### src/rtl/cr_kme_arb_pkg.sv
// Shared types and helpers for the KME FIFO arbiter.
// Round-robin search is sized for up to eight requesters.
package cr_kme_arb_pkg;

    localparam logic IDLE  = 1'b0;
    localparam logic LOCK  = 1'b1;
    localparam int   CNT_W = 8;
    localparam int   IDX_W = 3;

    // First set bit of v at or after ptr, wrapping inside n entries.
    // Result is {found, index}.
    function automatic logic [IDX_W:0] rr_first(
        logic [7:0]       v,
        logic [IDX_W-1:0] ptr,
        int               n
    );
        logic [IDX_W:0] r;
        int             j;
        r = '0;
        for (int k = 0; k < 8; k++) begin
            j = int'(ptr) + k;
            if (j >= n) j = j - n;
            if (k < n && !r[IDX_W] && v[j[2:0]])
                r = {1'b1, j[2:0]};
        end
        return r;
    endfunction

    // Index following i, wrapping to zero after n-1.
    function automatic logic [IDX_W-1:0] rr_inc(
        logic [IDX_W-1:0] i,
        int               n
    );
        if (int'(i) >= n - 1) return '0;
        return i + 3'd1;
    endfunction

endpackage

### src/rtl/cr_kme_rr_pick.sv
// Combinational round-robin picker: valid vector plus pointer
// gives a one-hot grant and its index.
module cr_kme_rr_pick
    import cr_kme_arb_pkg::*;
#(
    parameter int N_REQ = 4
) (
    input  logic [N_REQ-1:0] valid_i,
    input  logic [IDX_W-1:0] ptr_i,
    output logic [N_REQ-1:0] gnt_o,
    output logic [IDX_W-1:0] idx_o,
    output logic             any_o
);

    logic [7:0]     v8;
    logic [IDX_W:0] hit;

    // Search from the pointer and expand the hit into a one-hot grant.
    always_comb begin
        v8 = '0;
        v8[N_REQ-1:0] = valid_i;
        hit = rr_first(v8, ptr_i, N_REQ);
        any_o = hit[IDX_W];
        idx_o = hit[IDX_W-1:0];
        for (int i = 0; i < N_REQ; i++)
            gnt_o[i] = hit[IDX_W] && (hit[IDX_W-1:0] == IDX_W'(i));
    end

endmodule

### src/rtl/cr_kme_fifo_arb.sv
// Packet-atomic round-robin arbiter in front of the KME
// staging FIFO write port, with idle timeout and error latch.
module cr_kme_fifo_arb
    import cr_kme_arb_pkg::*;
#(
    parameter int N_REQ = 4,
    parameter int DW    = 96,
    parameter int TMO   = 255
) (
    input  logic                clk,
    input  logic                rst,
    input  logic [N_REQ-1:0]    req_valid,
    input  logic [N_REQ*DW-1:0] req_data,
    input  logic [N_REQ-1:0]    req_eop,
    output logic [N_REQ-1:0]    req_ack,
    output logic [DW-1:0]       fifo_in,
    output logic                fifo_in_valid,
    input  logic                fifo_in_stall,
    input  logic                fifo_overflow,
    input  logic                fifo_underflow,
    output logic                busy,
    output logic [2:0]          owner,
    output logic                tmo_err,
    output logic                fifo_err
);

    localparam logic             TMO_EN  = (TMO != 0);
    localparam logic [CNT_W-1:0] CNT_LIM =
        (TMO == 0) ? {CNT_W{1'b1}} : CNT_W'(TMO);

    logic             state_q, state_d;
    logic [IDX_W-1:0] owner_q, owner_d;
    logic [IDX_W-1:0] rr_q, rr_d;
    logic [CNT_W-1:0] cnt_q, cnt_d;
    logic             tmo_q, tmo_d;
    logic             ferr_q, ferr_d;

    logic [7:0]       vld8, eop8;
    logic [N_REQ-1:0] pick_gnt;
    logic [IDX_W-1:0] pick_idx, sel_idx;
    logic             pick_any, sel_vld, xfer;

    cr_kme_rr_pick #(.N_REQ(N_REQ)) u_pick (
        .valid_i (req_valid),
        .ptr_i   (rr_q),
        .gnt_o   (pick_gnt),
        .idx_o   (pick_idx),
        .any_o   (pick_any)
    );

    // Select the owner while locked, else the round-robin winner.
    always_comb begin
        vld8 = '0;
        eop8 = '0;
        vld8[N_REQ-1:0] = req_valid;
        eop8[N_REQ-1:0] = req_eop;
        sel_idx = (state_q == LOCK) ? owner_q : pick_idx;
        sel_vld = (state_q == LOCK) ? vld8[owner_q] : pick_any;
        xfer = sel_vld && !fifo_in_stall && !rst;
        for (int i = 0; i < N_REQ; i++)
            req_ack[i] = xfer && ((state_q == LOCK)
                ? (owner_q == IDX_W'(i)) : pick_gnt[i]);
        fifo_in_valid = xfer;
        fifo_in = req_data[int'(sel_idx)*DW +: DW];
    end

    // Lock, pointer, idle counter and error next-state.
    always_comb begin
        state_d = state_q;
        owner_d = owner_q;
        rr_d    = rr_q;
        cnt_d   = cnt_q;
        tmo_d   = 1'b0;
        ferr_d  = ferr_q | fifo_overflow | fifo_underflow;
        if (state_q == IDLE) begin
            if (xfer) begin
                owner_d = sel_idx;
                if (eop8[sel_idx]) begin
                    rr_d = rr_inc(sel_idx, N_REQ);
                end else begin
                    state_d = LOCK;
                    cnt_d   = '0;
                end
            end
        end else if (xfer) begin
            cnt_d = '0;
            if (eop8[owner_q]) begin
                state_d = IDLE;
                rr_d    = rr_inc(owner_q, N_REQ);
            end
        end else if (TMO_EN && cnt_q == CNT_LIM
                     && !vld8[owner_q]) begin
            tmo_d   = 1'b1;
            state_d = IDLE;
            rr_d    = rr_inc(owner_q, N_REQ);
            cnt_d   = '0;
        end else if (cnt_q != CNT_LIM) begin
            cnt_d = cnt_q + 1'b1;
        end
    end

    // State registers with synchronous reset.
    always_ff @(posedge clk) begin
        if (rst) begin
            state_q <= IDLE;
            owner_q <= '0;
            rr_q    <= '0;
            cnt_q   <= '0;
            tmo_q   <= 1'b0;
            ferr_q  <= 1'b0;
        end else begin
            state_q <= state_d;
            owner_q <= owner_d;
            rr_q    <= rr_d;
            cnt_q   <= cnt_d;
            tmo_q   <= tmo_d;
            ferr_q  <= ferr_d;
        end
    end

    assign busy     = (state_q == LOCK);
    assign owner    = owner_q;
    assign tmo_err  = tmo_q;
    assign fifo_err = ferr_q;

endmodule
### config.mk
export PLATFORM = sky130hd
export DESIGN_NAME = cr_kme_fifo_arb
export DESIGN_NICKNAME = d
export VERILOG_FILES = /design/src/rtl/cr_kme_arb_pkg.sv /design/src/rtl/cr_kme_rr_pick.sv /design/src/rtl/cr_kme_fifo_arb.sv
export SDC_FILE = /design/constraint.sdc
export NUM_CORES = 1
export LEC_CHECK = 0
export CORE_AREA = 2 2 193 195
export DETAILED_ROUTE_END_ITERATION = 8
export DIE_AREA = 0 0 195 197
export GPL_TIMING_DRIVEN = 0
export PLACE_DENSITY_LB_ADDON = 0.3
export SYNTH_ARGS = -nofsm -noshare
export SYNTH_HDL_FRONTEND = slang
export SYNTH_SLANG_ARGS = --single-unit
export TNS_END_PERCENT = 50
### constraint.sdc
create_clock -name clk -period 4.1 [get_ports clk]
set_input_delay 0.82 -clock clk [delete_from_list [all_inputs] [get_ports clk]]
set_output_delay 0.82 -clock clk [all_outputs]
set_load 0.01 [all_outputs]
==> flow_metrics.tcl <==
set metrics [dict create \
    r2r_cells 18 \
    wirelength_um 38100 \
    slew_headroom_pct 32.6 \
    required_ns 3.28 \
    die_w_um 195 \
    synth_top_area_share_pct 20.3 \
    r2r-end "rr_q[2]" \
    synth_edf_count 0 \
    ys_seq_area_share_pct 6.47 \
    leakagePower_nw 4.59 \
    clk_latency_ns 0.25 \
    numPortBuffers 501 \
    num-nets-final 1611 \
    hpwl_um 29100 \
    grt_pass1_vias 7531 \
    crit_cells 14 \
    synth_warnings 0 \
    cts_sinks 17 \
    hold_class "reg2reg" \
    vias 7609 \
    overflow 0 \
    max_stage_delay_ns 0.48 \
    die_area_um2 38400 \
    ir_drop_uv 309 \
    crit_fanout 6 \
    drt_first_pass_iters 4 \
    crit_start "rr_q[1]" \
    place_congestion 0.866 \
    crit_top_cell "buf_12" \
    vias_per_cell 4.55 \
    synth.distinct_cells 56 \
    path_cells "clkbuf_8 > inv_4 > ha_4 > mux4_2 > a21o_1 > a2111oi_4 > o21a_2 > buf_12 > buf_12 > buf_12 > buf_16 > mux2i_4 > a211oi_2 > buf_2" \
    final-max-slew-violation-count 0 \
    setup_ws_ns -0.204 \
    ctsHoldBuffers 0 \
    synth.net_count 1049 \
    area_growth_syn_to_layout_pct 143 \
    fin_util_pct 35.2 \
    cp.arrival_ns 3.48 \
    p_per_area_nw_per_um2 975 \
    io_pins 504 \
    async_reset_ff_share_pct 0 \
    clk_pin_slew_ns 0.06 \
    drive_gt1_share_pct 36.5 \
    worstReg2RegStart "rr_q[1]" \
    avgSynthCellArea_um2 8.20 \
    hold_viol 0 \
    cp-endpoint "fifo_in[51]" \
    rsz0062_at_grt "yes" \
    drc 0 \
    synth.area.top_cells "a211oi_1 (20%), mux2i_1 (19%), a211oi_2 (13%)" \
    critPathCaptureType "primary output" \
    r2r_setup_slack_ns 0.43 \
    cts_root_buf "clkbuf_16" \
    die_y_um 197 \
    synthesis.area_um2 5260 \
    grt_pass1_wl_um 52000 \
    fmax_mhz 232 \
    cap_viol_max_count 0 \
    wl_per_cell_um 22.8 \
    synth_ff_type "dfxtp_1" \
    cts_tree "built" \
    yosys.area.top_type "a211oi_1" \
    drt_iter0_drc 314 \
    antenna_found_initial 5 \
    slowest_stage "mux4_2" \
    htreeDepth 1 \
    crit_buf_inv 7 \
    grt_usage_pct 17.9 \
    max-clock-path-buffers 2 \
    setup_viol 97 \
    grt_max_degree 12 \
    start_util_pct 14.5 \
    critPathKind "reg2out" \
    total_power_mw 12.5 \
    period_minus_slack_ns 4.30 \
    fillers 3762 \
    layout_common_cells "clkdlybuf4s50_1 (399), a211oi_2 (141), nor2b_1 (98)" \
    antenna_left 0 \
    core-area_um2 36300 \
    ys_ff_latch 17 \
    mostFrequentLayoutCell "clkdlybuf4s50_1" \
    start_kind "flip-flop" \
    synthCells 641 \
    fin_crit_sh_pct 105 \
    fin_skew_ns 0.00118 \
    numCtsBuffers 3 \
    cpLargestDelayFamily "buffers and inverters" \
    rows 70 \
    worst_slew_pin_slew_ns 1.01 \
    failed_checks "setup timing" \
    outcome "finished with violations" \
]
## cells by family after synthesis
family                     share of synthesized area (%)
muxes                                               21.9
adders and majority gates                           2.62
and+or+nand+nor                                     18.5
DFF                                                 6.47
buffers and inverters                               9.85
AOI/OAI and AO/OA                                   40.6
## per-stage QoR
stage | area, um2 | setup slack, ns | hold slack, ns | TNS, ns | std cells
5_1_grt | 12800 | -0.349 | 0.509 | -25.33 | 1671
4_1_cts | 12000 | -0.337 | 0.486 | -19.98 | 1650
3_3_place_gp | 10900 | -1.71 | 0.461 | -145.13 | 1610
3_5_place_dp | 10900 | -1.72 | 0.472 | -147.84 | 1610
2_1_floorplan | 5330 | -0.00560 | 0.467 | -0.0895 | 641
6_report | 12800 | -0.204 | 0.480 | -13.29 | 1672
## Yosys cell counts, types with 2 or more instances
cell,instances
a21o_1,4
o21a_1,2
clkbuf_1,35
dfxtp_1,17
o211ai_1,2
nor3_1,6
nand3_1,8
nor2_1,28
a211o_1,2
nand2_1,13
mux2_1,2
buf_2,5
nand2b_1,6
and3_1,3
buf_6,19
a211oi_2,54
mux4_2,5
buf_4,8
o41ai_1,2
buf_1,5
nor4_1,2
inv_1,12
nor3b_1,2
a21oi_1,13
nor2b_1,98
nand3b_1,2
a221o_1,2
a221oi_1,3
mux2i_1,99
a211oi_1,142
ha_1,11
a32oi_1,3
o21ai_0,3
## per-layer routing
| metal | global-route usage [%] | up-vias | part of all wire [%] |
|---|---|---|---|
| met1 | 22.5 | 3620 | 41 |
| met2 | 32.1 | 320 | 50 |
| met5 | 0 | - | 0.071 |
| met4 | 3.03 | 4 | 1.9 |
| met3 | 3.52 | 51 | 6.5 |
| li1 | - | 3614 | - |
## power breakdown
| part | switching [mW] | internal, mW |
|---|---|---|
| logic | 5.93 | 6.09 |
| clock network | 0.0742 | 0.132 |
| registers | 0.0353 | 0.192 |
| total | 6.04 | 6.41 |
## how the worst min path moves through the flow
stage                  start  endpoint  cells past startpoint
global route        fifo_err  fifo_err                      2
global placement    fifo_err  fifo_err                      2
floorplan           cnt_q[1]  cnt_q[1]                      1
detailed placement  fifo_err  fifo_err                      2
CTS                 fifo_err  fifo_err                      2
finish              fifo_err  fifo_err                      2
## layout make-up
| type | instances | area [um2] | area share, % |
|---|---|---|---|
| clock inverter | 1 | 7.51 | 0.0587 |
| inverter | 13 | 56.3 | 0.441 |
| multi-input combinational | 538 | 5430 | 42.4 |
| antenna | 2 | 5.00 | 0.0392 |
| clock buffer | 3 | 75.1 | 0.587 |
| tap | 468 | 586 | 4.58 |
| sequential | 17 | 343 | 2.68 |
| timing repair buffer | 559 | 5410 | 42.3 |
| buffer | 71 | 872 | 6.82 |
## tightest hold or removal path: cells and delay by family (launching register included)
family        cells  cell delay (ns)
simple gates      2             0.12
flops             1             0.33
## registers in the layout (all words and copies together) (netlist names)
| name | cells |
|---|---|
| rr_q | 3 |
| fifo_err | 1 |
| busy | 1 |
| tmo_err | 1 |
| owner | 3 |
| cnt_q | 8 |
## timing repair
| item | CTS | global route |
|---|---|---|
| pin swaps | 56 | 58 |
| cloned | 13 | 8 |
| buffers inserted | 23 | 15 |
| gates resized for setup | 610 | 135 |
| setup endpoints to repair | 103 | 100 |
(Power assumes the default switching activity.)
